`src/rtl/exec_lsu.sv`:
```
// Execute-stage load/store unit: registered memory-access FSM with byte-lane steering,
// sign/zero extension, misalignment detection, access timeout and pipeline flush.
module exec_lsu #(
  parameter int XLEN           = 32,
  parameter int ADDR_W         = 32,
  parameter int TIMEOUT_CYCLES = 16
) (
  input  logic                clk,
  input  logic                rst_n,
  input  logic                lsu_req_in,
  input  logic                lsu_is_store_in,
  input  logic [2:0]          lsu_func3_in,
  input  logic [XLEN-1:0]     lsu_base_in,
  input  logic [XLEN-1:0]     lsu_offset_in,
  input  logic [XLEN-1:0]     lsu_store_data_in,
  input  logic [4:0]          lsu_rd_addr_in,
  input  logic                lsu_flush_in,
  output logic                lsu_hold_flag_out,
  output logic                lsu_wen_out,
  output logic [4:0]          lsu_write_addr_out,
  output logic [XLEN-1:0]     lsu_write_data_out,
  output logic                lsu_misalign_out,
  output logic                lsu_timeout_out,
  output logic                lsu_mem_req_out,
  output logic                lsu_mem_we_out,
  output logic [ADDR_W-1:0]   lsu_mem_addr_out,
  output logic [XLEN-1:0]     lsu_mem_wdata_out,
  output logic [XLEN/8-1:0]   lsu_mem_byte_en_out,
  input  logic                lsu_mem_valid_in,
  input  logic [XLEN-1:0]     lsu_mem_rdata_in
);

  localparam int BE_W   = XLEN / 8;
  localparam int LANE_W = $clog2(BE_W);
  localparam int CNT_W  = (TIMEOUT_CYCLES > 0) ? $clog2(TIMEOUT_CYCLES + 1) : 1;
  localparam logic [CNT_W-1:0] CNT_LAST = CNT_W'((TIMEOUT_CYCLES > 0) ? TIMEOUT_CYCLES - 1 : 0);

  typedef enum logic [1:0] {IDLE, ACCESS, RESP, ERR} state_t;

  state_t state, state_next;

  logic [XLEN-1:0]   ea_full;
  logic [ADDR_W-1:0] ea;
  logic [LANE_W-1:0] req_lane;
  logic              req_legal;
  logic              req_aligned;
  logic              accept;
  logic              timeout_hit;
  logic [XLEN-1:0]   load_ext;
  logic [XLEN-1:0]   rdata_shifted;

  logic [ADDR_W-1:0] addr_q;
  logic [LANE_W-1:0] lane_q;
  logic [2:0]        func3_q;
  logic [4:0]        rd_q;
  logic              store_q;
  logic [XLEN-1:0]   wdata_q;
  logic [BE_W-1:0]   byte_en_q;
  logic [XLEN-1:0]   load_data_q;
  logic              misalign_q;
  logic [CNT_W-1:0]  cnt;

  function automatic logic [BE_W-1:0] size_mask(input logic [1:0] sz);
    case (sz)
      2'd0:    size_mask = BE_W'(8'h01);
      2'd1:    size_mask = BE_W'(8'h03);
      2'd2:    size_mask = BE_W'(8'h0F);
      default: size_mask = BE_W'(8'hFF);
    endcase
  endfunction

  // Replicate the low size bytes of rs2 so every lane carries the store data.
  function automatic logic [XLEN-1:0] steer(input logic [1:0] sz, input logic [XLEN-1:0] d);
    case (sz)
      2'd0:    steer = {BE_W{d[7:0]}};
      2'd1:    steer = {(XLEN/16){d[15:0]}};
      2'd2:    steer = {(XLEN/32){d[31:0]}};
      default: steer = d;
    endcase
  endfunction

  assign ea_full  = lsu_base_in + lsu_offset_in;
  assign ea       = ADDR_W'(ea_full);
  assign req_lane = ea_full[LANE_W-1:0];

  always_comb begin
    req_legal = 1'b0;
    case ({lsu_is_store_in, lsu_func3_in})
      4'b0_000, 4'b0_001, 4'b0_010, 4'b0_100, 4'b0_101: req_legal = 1'b1;
      4'b1_000, 4'b1_001, 4'b1_010:                     req_legal = 1'b1;
      4'b0_011, 4'b0_110, 4'b1_011:                     req_legal = (XLEN == 64);
      default:                                          req_legal = 1'b0;
    endcase
  end

  always_comb begin
    req_aligned = 1'b1;
    case (lsu_func3_in[1:0])
      2'd0:    req_aligned = 1'b1;
      2'd1:    req_aligned = ~ea_full[0];
      2'd2:    req_aligned = (ea_full[1:0] == 2'b00);
      default: req_aligned = (ea_full[2:0] == 3'b000);
    endcase
  end

  assign accept      = (state == IDLE) && lsu_req_in && req_legal;
  assign timeout_hit = (TIMEOUT_CYCLES != 0) && (cnt >= CNT_LAST);

  // Load data is lane-aligned to bit 0, then extended according to the registered funct3.
  assign rdata_shifted = lsu_mem_rdata_in >> {lane_q, 3'b000};

  always_comb begin
    load_ext = rdata_shifted;
    case (func3_q)
      3'b000:  load_ext = XLEN'($signed(rdata_shifted[7:0]));
      3'b001:  load_ext = XLEN'($signed(rdata_shifted[15:0]));
      3'b010:  load_ext = XLEN'($signed(rdata_shifted[31:0]));
      3'b100:  load_ext = XLEN'(rdata_shifted[7:0]);
      3'b101:  load_ext = XLEN'(rdata_shifted[15:0]);
      3'b110:  load_ext = XLEN'(rdata_shifted[31:0]);
      default: load_ext = rdata_shifted;
    endcase
  end

  always_comb begin
    state_next = state;
    case (state)
      IDLE: begin
        if (accept) state_next = req_aligned ? ACCESS : ERR;
      end
      ACCESS: begin
        if (lsu_flush_in)          state_next = IDLE;
        else if (lsu_mem_valid_in) state_next = RESP;
        else if (timeout_hit)      state_next = ERR;
      end
      RESP:    state_next = IDLE;
      ERR:     state_next = IDLE;
      default: state_next = IDLE;
    endcase
  end

  always_ff @(posedge clk or negedge rst_n) begin
    if (!rst_n) begin
      state <= IDLE;
    end else begin
      state <= state_next;
    end
  end

  always_ff @(posedge clk or negedge rst_n) begin
    if (!rst_n) begin
      addr_q      <= '0;
      lane_q      <= '0;
      func3_q     <= '0;
      rd_q        <= '0;
      store_q     <= 1'b0;
      wdata_q     <= '0;
      byte_en_q   <= '0;
      load_data_q <= '0;
      misalign_q  <= 1'b0;
      cnt         <= '0;
    end else begin
      if (accept) begin
        addr_q     <= {ea[ADDR_W-1:LANE_W], {LANE_W{1'b0}}};
        lane_q     <= req_lane;
        func3_q    <= lsu_func3_in;
        rd_q       <= lsu_rd_addr_in;
        store_q    <= lsu_is_store_in;
        wdata_q    <= steer(lsu_func3_in[1:0], lsu_store_data_in);
        byte_en_q  <= size_mask(lsu_func3_in[1:0]) << req_lane;
        misalign_q <= ~req_aligned;
        cnt        <= '0;
      end else if (state == ACCESS) begin
        if (cnt != {CNT_W{1'b1}}) cnt <= cnt + 1'b1;
        if (lsu_mem_valid_in && !lsu_flush_in) load_data_q <= load_ext;
      end
    end
  end

  // Bus outputs are gated by state so an asynchronous reset drops them immediately.
  always_comb begin
    lsu_hold_flag_out   = (accept && req_aligned) || (state == ACCESS);
    lsu_mem_req_out     = (state == ACCESS);
    lsu_mem_we_out      = (state == ACCESS) && store_q;
    lsu_mem_addr_out    = (state == ACCESS) ? addr_q : '0;
    lsu_mem_wdata_out   = ((state == ACCESS) && store_q) ? wdata_q : '0;
    lsu_mem_byte_en_out = (state == ACCESS) ? byte_en_q : '0;
    lsu_wen_out         = (state == RESP) && !store_q && (rd_q != 5'd0);
    lsu_write_addr_out  = lsu_wen_out ? rd_q : 5'd0;
    lsu_write_data_out  = lsu_wen_out ? load_data_q : '0;
    lsu_misalign_out    = (state == ERR) && misalign_q;
    lsu_timeout_out     = (state == ERR) && !misalign_q;
  end

endmodule

```
`config.mk`:
```
export PLATFORM = sky130hd
export DESIGN_NAME = exec_lsu
export DESIGN_NICKNAME = d
export VERILOG_FILES = /design/src/rtl/exec_lsu.sv
export SDC_FILE = /design/constraint.sdc
export NUM_CORES = 1
export LEC_CHECK = 0
export BUFFER_PORTS_ARGS = -buffer_cell sky130_fd_sc_hd__buf_2
export CAP_MARGIN = 10
export CORE_ASPECT_RATIO = 1.1
export CORE_MARGIN = 2
export CORE_UTILIZATION = 35
export CTS_BUF_LIST = sky130_fd_sc_hd__clkbuf_8
export DETAILED_ROUTE_END_ITERATION = 8
export GPL_ROUTABILITY_DRIVEN = 0
export HOLD_SLACK_MARGIN = 0.1
export PLACE_DENSITY_LB_ADDON = 0.08
export SETUP_SLACK_MARGIN = 0.3
export SLEW_MARGIN = 20
export SYNTH_ARGS = -nofsm -noshare
export SYNTH_HDL_FRONTEND = slang
export SYNTH_SLANG_ARGS = --single-unit
export TNS_END_PERCENT = 20
```
`constraint.sdc`:
```
create_clock -name clk -period 2 [get_ports clk]
set_input_delay 0 -clock clk [delete_from_list [all_inputs] [get_ports clk]]
set_output_delay 0 -clock clk [all_outputs]
set_load 0.01 [all_outputs]
```
==> impl_metrics.ini <==
[cts]
cts_root_buf = clkbuf_8
clock-sinks = 117
clock_latency_ns = 0.44
cts.clk_slew.worst_paths_ns = 0.07
cts_tree = done
h-tree-depth = 4
ctsLongestPathBuffers = 2
cts_buffers = 17

[logic_synthesis]
synthesis.instances = 934
synthFlopType = dfrtp_1
synthSimpleGateAreaFrac_pct = 24.15
muxShareOfSynthArea_pct = 6.475
synth_cell_types = 49
synth_xor_area_share_pct = 3.399
synth_top_family_by_area = simple AND/OR/NAND/NOR gates
yosys_warnings = 0
syn_area_mm2 = 0.007730
synth-seq-area-share_pct = 37.88
synthAdderAreaFrac_pct = 5.762
synth_compound_area_share_pct = 18.26
synth-async-reset-ratio_pct = 100.0
synth_edf_count = 0
post_synth.cell_area_avg_um2 = 8.276
synth.ff_latch_count = 117

[sta]
fin_crit_sh_pct = 102.8
finalSetupViolCount = 32
setup_ws_ns = -0.05623
maxSlewHeadroom_pct = 48.09
skew_ns = 0.008059
hold_violations = 0
grt_setup_unrepaired = true
finalCriticalPeriod_ns = 2.056
maxSlewViolCount = 0
setup-tns-final_ns = -0.9505
max_freq_mhz = 486.3
tightest_slew_ns = 0.7786

[global_route]
grt_max_degree = 60
grt_overflow_total = 0
grt_pass1_wl_um = 41860
grtUsageTotal_pct = 22.17
antenna_found_initial = 1
grt_pass1_vias = 8157

[final_layout]
nNetsFinal = 1507
syn_to_final_growth_pct = 58.71
drive_above_1_share_pct = 36.96
fill_cells = 2065
mostFrequentLayoutCell = buf_2
layout_common_cells = buf_2 (190), nand2_1 (141), dfrtp_1 (115)

[critical_path]
critPathMaxStageDelay_ns = 0.53
worst-path-max-fanout = 33
worst_path_max_delay_cell = or4_1
critPathTopFamily = simple AND/OR/NAND/NOR gates
critPathLaunchType = register
arrival_ns = 2.06
crit_path_end_kind = output port
required_ns = 2.00
cp_cell_sequence = or4_1, o21a_1, buf_12, and2_1, buf_2
critPathKind = register to output port
path_buf_inv = 2

[detailed_routing]
drtAntennaViolNets = 0
wire_per_inst_um = 15.92
vias = 8028
drtIter0Drc = 406
routed_via_density = 4.901
drt_drc_violations_left = 0
detail_route.first_pass.iterations = 4
wl_um = 26070

[placement]
dpl_worst_slack_ns = -0.3228
dp_hpwl_um = 17900
place.port_buffers = 250

[min_path]
hold_path_class = input port to register

[die]
rows = 57
coreArea_mm2 = 0.02189
die_height_um = 159.9
die_w_um = 145.7
start_util_pct = 35.30
io_pins = 253
dieArea_mm2 = 0.02329

[status]
failed_checks = negative setup slack
status = finished with violations

[power]
leakagePower_nw = 6.057
irDropWorstVdd_mv = 0.3416
power.density_mw_per_mm2 = 823.1

[flow_run]
drv_cap = 0
## metrics by stage
stage	total power, mW	area, um2	utilization [%]	std cells	hold slack, ns
after floorplan	5.947	7851	-	935	-0.2956
after global placement	7.211	9891	45.17	1495	-0.02630
after detailed placement	7.280	9891	45.17	1495	-0.02872
after CTS	9.951	11890	54.31	1627	0.1113
after global routing	10.86	12270	56.03	1638	0.09946
final	10.10	12270	56.03	1638	0.1078
## synthesized netlist by cell type, drive strengths merged, types with 3 or more instances
library cell / instances / area [um2]
nand2: 145 / 544.3
xor2: 19 / 166.4
o31ai: 6 / 45.04
a21oi: 74 / 374.1
nor3b: 3 / 22.52
o21ai: 82 / 410.4
nand2b: 4 / 25.02
o31a: 3 / 26.28
buf: 13 / 60.05
nor3: 8 / 40.04
inv: 11 / 41.29
nand4: 14 / 87.58
o22a: 10 / 87.58
o21a: 7 / 52.55
a211oi: 11 / 82.58
nand3: 9 / 45.04
a31oi: 6 / 37.54
and3: 40 / 250.2
dfrtp: 117 / 2928
mux2i: 41 / 410.4
mux2: 8 / 90.09
a21o: 16 / 120.1
or3: 4 / 25.02
or4: 3 / 22.52
nor2: 69 / 259.0
nor2b: 12 / 75.07
o21bai: 6 / 45.04
and2: 72 / 450.4
clkbuf: 56 / 210.2
xnor2: 11 / 96.34
ha: 34 / 425.4
## per-layer routing
metal | wire length [um] | share of wire, % | GRT usage, %
met5 | 0 | 0 | 0
met4 | 552 | 2.1 | 7.799
met3 | 993 | 3.8 | 3.943
met2 | 12460 | 48 | 36.71
met1 | 12060 | 46 | 29.20
## logic make-up after synthesis
logic type               count (synthesis)
XOR/XNOR                                30
other                                    1
adder cells (fa/ha/maj)                 35
flip-flops                             117
AND/OR/NAND/NOR                        386
buffers and inverters                   80
multiplexers                            49
AO/OA/AOI/OAI                          236
## flip-flops by register name, indices dropped and copies added (netlist names)
name	count
wdata_q	32
cnt	5
func3_q	3
store_q	1
addr_q	30
load_data_q	32
misalign_q	1
rd_q	5
byte_en_q	4
lane_q	2
state	2
## repair_timing
item	CTS	global route
resized for setup	138	71
hold endpoints to repair	202	1
hold buffers	97	1
gates cloned	1	1
endpoints found under the setup margin	133	145
buffers inserted	3	8
pin swaps	91	84
## worst reg2reg max path, stage by stage, from the launching register on
cell	delay, ns
dfrtp_2	0.46
mux2i_1	0.13
nor2_1	0.11
a21oi_2	0.06
nor2_1	0.12
a21oi_2	0.06
o31ai_4	0.64
o22a_1	0.25
## final cells by class
class | count | area, um2 | area share, %
Multi-Input combinational cell | 738 | 5016 | 40.89
Timing Repair Buffer | 445 | 3531 | 28.78
Sequential cell | 117 | 2930 | 23.89
Tap cell | 295 | 369.1 | 3.009
Clock buffer | 18 | 247.7 | 2.019
Clock inverter | 13 | 117.6 | 0.9587
Inverter | 11 | 53.80 | 0.4386
Antenna cell | 1 | 2.502 | 0.02040
## where the power goes
part	switching (mW)	internal [mW]	total (mW)	leakage [nW]
sequential	0.560	3.28	3.84	1.43
clock	0.986	1.10	2.09	0.196
combinational	2.05	2.12	4.17	4.43
total	3.60	6.50	10.1	6.06
## final timing paths
check / cells after the start / end / slack [ns] / start
worst min register to register: 2 / wdata_q[5] / 0.47 / wdata_q[5]
min in group asynchronous: 4 / load_data_q[27] / 0.66 / rst_n
max in group asynchronous: 4 / wdata_q[31] / 1.04 / rst_n
worst min-delay path: 4 / byte_en_q[1] / 0.11 / lsu_base_in[0]
worst max register to register: 7 / load_data_q[16] / 0.11 / lane_q[0]
worst max-delay path: 5 / lsu_write_data_out[7] / -0.06 / rd_q[1]
Note: power is estimated with default switching activity, not from simulation.
